==> src/rtl/ser_xmt_arb.sv <==
// Round-robin arbiter sharing one load/empty byte transmitter between NUM_REQ
// requesters, with per-requester grant lock and a sticky start-timeout flag.
module ser_xmt_arb #(
    parameter int NUM_REQ       = 4,
    parameter int IDW           = 2,
    parameter int START_TIMEOUT = 15
) (
    input  logic                 clk,
    input  logic                 reset,
    input  logic [NUM_REQ-1:0]   req,
    input  logic [NUM_REQ-1:0]   lock,
    input  logic [8*NUM_REQ-1:0] req_data,
    output logic [NUM_REQ-1:0]   ack,
    output logic                 xmt_load,
    output logic [7:0]           xmt_data,
    input  logic                 xmt_empty,
    output logic                 busy,
    output logic [IDW-1:0]       grant_id,
    output logic                 err
);

    // Handshake: req[i] holds with stable req_data until a one-cycle ack[i];
    // xmt_load is a one-cycle strobe, xmt_empty low means the transmitter started.
    typedef enum logic [1:0] {IDLE, LOAD, WAIT_START, WAIT_DONE} state_t;

    state_t               state_q, state_d;
    logic [IDW-1:0]       last_q, last_d;
    logic [NUM_REQ-1:0]   ack_q, ack_d;
    logic                 load_q, load_d;
    logic [7:0]           data_q, data_d;
    logic                 busy_q, busy_d;
    logic [7:0]           cnt_q, cnt_d;
    logic                 err_q, err_d;

    logic [IDW-1:0]       win;
    logic                 win_found;
    logic [IDW-1:0]       idx;

    // A locked owner with a pending byte keeps the grant; otherwise search
    // starts after the last owner so the last owner is considered last.
    always_comb begin
        win       = last_q;
        win_found = 1'b0;
        idx       = '0;
        if (lock[last_q] && req[last_q]) begin
            win_found = 1'b1;
        end else begin
            for (int i = 1; i <= NUM_REQ; i++) begin
                idx = IDW'((int'(last_q) + i) % NUM_REQ);
                if (!win_found && req[idx]) begin
                    win       = idx;
                    win_found = 1'b1;
                end
            end
        end
    end

    always_comb begin
        state_d = state_q;
        last_d  = last_q;
        ack_d   = '0;
        load_d  = 1'b0;
        data_d  = data_q;
        cnt_d   = cnt_q;
        err_d   = err_q;
        case (state_q)
            IDLE: begin
                if (xmt_empty && win_found) begin
                    data_d     = req_data[{win, 3'b000} +: 8];
                    last_d     = win;
                    ack_d[win] = 1'b1;
                    load_d     = 1'b1;
                    state_d    = LOAD;
                end
            end
            LOAD: begin
                cnt_d   = 8'd0;
                state_d = WAIT_START;
            end
            WAIT_START: begin
                if (!xmt_empty) begin
                    state_d = WAIT_DONE;
                end else begin
                    cnt_d = cnt_q + 8'd1;
                    if (cnt_d == 8'(START_TIMEOUT)) begin
                        err_d   = 1'b1;
                        state_d = IDLE;
                    end
                end
            end
            WAIT_DONE: begin
                if (xmt_empty) state_d = IDLE;
            end
            default: state_d = IDLE;
        endcase
        busy_d = (state_d != IDLE);
    end

    always_ff @(posedge clk) begin
        if (reset) begin
            state_q <= IDLE;
            last_q  <= IDW'(NUM_REQ - 1);
            ack_q   <= '0;
            load_q  <= 1'b0;
            data_q  <= 8'h00;
            busy_q  <= 1'b0;
            cnt_q   <= 8'd0;
            err_q   <= 1'b0;
        end else begin
            state_q <= state_d;
            last_q  <= last_d;
            ack_q   <= ack_d;
            load_q  <= load_d;
            data_q  <= data_d;
            busy_q  <= busy_d;
            cnt_q   <= cnt_d;
            err_q   <= err_d;
        end
    end

    assign ack      = ack_q;
    assign xmt_load = load_q;
    assign xmt_data = data_q;
    assign busy     = busy_q;
    assign grant_id = last_q;
    assign err      = err_q;

endmodule

==> config.mk <==
export PLATFORM = sky130hd
export DESIGN_NAME = ser_xmt_arb
export DESIGN_NICKNAME = d
export VERILOG_FILES = /design/src/rtl/ser_xmt_arb.sv
export SDC_FILE = /design/constraint.sdc
export NUM_CORES = 1
export LEC_CHECK = 0
export ABC_AREA = 1
export CORE_AREA = 5 5 63 65
export CTS_CLUSTER_DIAMETER = 30
export CTS_CLUSTER_SIZE = 10
export DETAILED_ROUTE_END_ITERATION = 8
export DIE_AREA = 0 0 68 70
export DONT_BUFFER_PORTS = 1
export PLACE_DENSITY = 0.71
export SYNTH_ARGS = -nofsm -noshare
export SYNTH_HDL_FRONTEND = slang
export SYNTH_SLANG_ARGS = --single-unit
==> constraint.sdc <==
create_clock -name clk -period 1.65 [get_ports clk]
set_input_delay 0.165 -clock clk [delete_from_list [all_inputs] [get_ports clk]]
set_output_delay 0.165 -clock clk [all_outputs]
set_load 0.01 [all_outputs]
==> results_dict.tcl <==
set metrics [dict create \
    worstSetupEndpoint "xmt_data[1]$_SDFFE_PP0P_" \
    switching_power_mw 1.50 \
    grt_pass1_wl_um 7070 \
    r2r_start "grant_id[0]$_SDFFE_PP1P_" \
    critPathKind "flop to flop" \
    clk_path_buf_depth 2 \
    initialDrtViolationCount 166 \
    cts_tree "built" \
    yosysSeqAreaShare_pct 30.7 \
    hpwl_um 3210 \
    status "finished with violations" \
    vias 1853 \
    worst_setup_path_end_kind "flop" \
    fillCellCount 288 \
    seqCellArea_um2 551 \
    cp_max_fo 9 \
    reg2reg_to "xmt_data[1]$_SDFFE_PP0P_" \
    fmax_mhz 534 \
    holdWs_ps -120 \
    ir_drop_uv 1040 \
    coreArea_um2 3280 \
    clock_skew_ps 3.99 \
    finalWorstSetupSlack_ps -221 \
    cts_buffers 3 \
    diodes 0 \
    syn-num-nets 326 \
    slowest_delay_ps 430 \
    arrival_ps 2120 \
    final-setup-viol-count 15 \
    hold_class "primary input to flop" \
    drtPass1Iterations 4 \
    die_h_um 70 \
    multi_input_area_um2 1210 \
    cp.required_ps 1900 \
    cts-root-buf "clkbuf_4" \
    pwr-share-comb_pct 64.9 \
    cp-startpoint "grant_id[0]$_SDFFE_PP1P_" \
    gp_congestion 0.863 \
    drive_above_1_share_pct 31.3 \
    path_clk_slew_ps 140 \
    cp_cell_sequence "buf_6 -> nand2_2 -> nand2_2 -> nand2_2 -> nand2_2 -> nand2_2 -> nand2_4 -> nand2_4 -> nand2_4 -> nand2_8 -> buf_8 -> nand2_1 -> nand2_1 -> nand2_1 -> nand3_1 -> nand2_1 -> inv_1" \
    yosys.area.top_type "dfxtp_1" \
    rsz0062_at_grt "true" \
    num_rows 21 \
    die-width_um 68 \
    htreeDepth 1 \
    power.leakage_nw 1.06 \
    yosysWarnings 0 \
    synth-seq-cells 27 \
    netlist_top_cells_area "dfxtp_1 (31%), nand2_1 (22%), nand3_1 (10%), nor2_1 (5.8%), inv_1 (4.1%)" \
    p_sw_share_pct 45.9 \
    pwr-share-clk_pct 8.8 \
    numPortBuffers 0 \
    final_nets 350 \
    worst_pin_slew_ps 647 \
    post-route-period-util_pct 113 \
    cap_violations 0 \
    violations "negative hold slack, negative setup slack" \
    r2r_cells 17 \
    syn_area_um2 1760 \
    antenna_left 0 \
    fin_total_pwr_mw 3.28 \
    worst_path_most_repeated_cell "nand2_2" \
    wirelength_um 4770 \
    io_pins 60 \
    maxSlewHeadroom_pct 56.8 \
    viasPerCell 5.29 \
    start_kind "flop" \
    synth_cells 281 \
    syn_area_per_cell_um2 6.26 \
    insertion_delay_ps 330 \
    post_drt_wl_per_cell_um 13.6 \
    grt_max_degree 23 \
    crit_slowest_cell "dfxtp_4" \
    worst-r2r-setup-slack_ps -220 \
    dieArea_um2 4760 \
    antenna_found_initial 0 \
    pwr-share-seq_pct 26.3 \
    finalMaxSlewViolations 0 \
    start_util_pct 53.6 \
    p_int_mw 1.77 \
    track_usage_pct 18.5 \
    synth_top_area_share_pct 30.7 \
    layout_min_cycle_time_ps 1870 \
    drc 0 \
    area_delta_synth_final_pct 27.3 \
    hold_viol 19 \
    grt_pass1_vias 1625 \
    yosysUniqueCellTypes 34 \
    grt_overflow_total 0 \
    power_density_nw_per_um2 1460 \
    clock-sinks 27 \
]
==> power groups by stage <==
stage                     Sequential [mW]  Combinational (mW)  Clock, mW
after floorplan                     0.843                1.26          0
after global placement              0.878                1.58          0
after detailed placement            0.878                1.59          0
after CTS                           0.865                1.65      0.302
after global routing                0.877                2.36      0.322
final                               0.861                2.13      0.288
==> Yosys cell counts, drive strengths merged <==
cell type,n
xor2,4
a21o,1
nand3,37
xnor2,1
clkbuf,2
a21boi,1
o21ai,5
dfxtp,27
a21oi,13
ha,2
nand3b,1
nand4,2
nor2,27
o31ai,1
a211oi,1
nor3,5
and2,2
inv,26
or2,2
buf,8
nand2,111
a31oi,1
a31o,1
==> cell families (layout without fill, tap and decap cells) <==
kind of cell / after synthesis / in the layout / synth area share (%)
compound gates: 24 / 24 / 8.74
flops: 27 / 27 / 30.7
simple gates: 187 / 187 / 46.8
buf+inv: 36 / 59 / 9.88
xor+xnor: 5 / 5 / 2.49
fa+ha+maj: 2 / 2 / 1.42
==> registers in the layout, summed over array words and instances, names as in the netlist <==
| signal | flops |
|---|---|
| xmt_load | 1 |
| cnt_q | 8 |
| xmt_data | 8 |
| busy | 1 |
| state_q | 2 |
| ack | 4 |
| grant_id | 2 |
| err | 1 |
==> cell type report <==
class	instances	area share, %
inverter	26	4.80
sequential	27	24.6
timing repair buffer	29	13.0
clock buffer	3	1.01
multi-input combinational	218	53.8
clock inverter	1	0.223
tap	46	2.57
==> what timing repair did <==
| action | in CTS | in global routing |
|---|---|---|
| cloned | 0 | 1 |
| gates resized for setup | 6 | 51 |
| setup buffers | 0 | 9 |
| endpoints found under the hold margin | 20 | 21 |
| pin swaps | 0 | 21 |
| endpoints found under the setup margin | 15 | 17 |
==> placed cells by master, fill, tap and decap left out, types with 2 or more instances in the layout <==
cell      synthesis  routed
a21oi_1          12      12
and2_4            2       2
buf_12            0       3
buf_4             3      21
buf_6             3       3
clkbuf_4          0       3
dfxtp_1          27      23
dfxtp_2           0       2
dfxtp_4           0       2
ha_1              2       2
inv_1            19      19
inv_2             6       5
inv_6             0       2
nand2_1         102      83
nand2_2           7      20
nand2_4           2       7
nand3_1          36      31
nand3_2           0       5
nand4_1           2       2
nor2_1           27      24
nor2_2            0       2
nor3_2            0       5
o21ai_4           1       2
or2_2             2       2
xor2_1            4       4
==> how the worst min path moves through the flow <==
stage               startpoint  cells past startpoint                     to  slack [ps]
floorplan                reset                      1    xmt_load$_SDFF_PP0_         260
global placement         reset                      1       err$_SDFFE_PP0P_         240
detailed placement       reset                      1  cnt_q[5]$_SDFFE_PP0P_         240
CTS                      reset                      1  cnt_q[5]$_SDFFE_PP0P_        -140
global route             reset                      1  cnt_q[4]$_SDFFE_PP0P_        -150
finish                   reset                      1  cnt_q[1]$_SDFFE_PP0P_        -120
==> critical path: cells and delay by family, from the launching register on <==
| kind | cells | cell delay, ps |
|---|---|---|
| buf+inv | 3 | 300 |
| flops | 1 | 430 |
| simple gates | 14 | 1060 |
==> stage by stage <==
stage | instance area, µm² | utilization, % | TNS [ps] | setup WS (ps) | cells
after floorplan | 1780 | - | -89.4 | -13.3 | 281
after global placement | 1940 | 59.0 | -825 | -106 | 336
after detailed placement | 1940 | 59.0 | -1380 | -159 | 336
after CTS | 1990 | 60.7 | -1080 | -144 | 340
after global routing | 2240 | 68.2 | -3760 | -352 | 350
final | 2240 | 68.2 | -2060 | -221 | 350
==> layer usage <==
| layer | vias to the layer above | routed length, µm | part of all wire (%) | track usage, % |
|---|---|---|---|---|
| met3 | 4 | 472 | 9.9 | 5.45 |
| met4 | 0 | 46 | 0.96 | 3.97 |
| met2 | 72 | 2300 | 48 | 27.6 |
| met1 | 837 | 1960 | 41 | 26.0 |
| li1 | 940 | - | - | - |
| met5 | - | 0 | 0 | 0 |
Power figures use the tool's default switching activity.
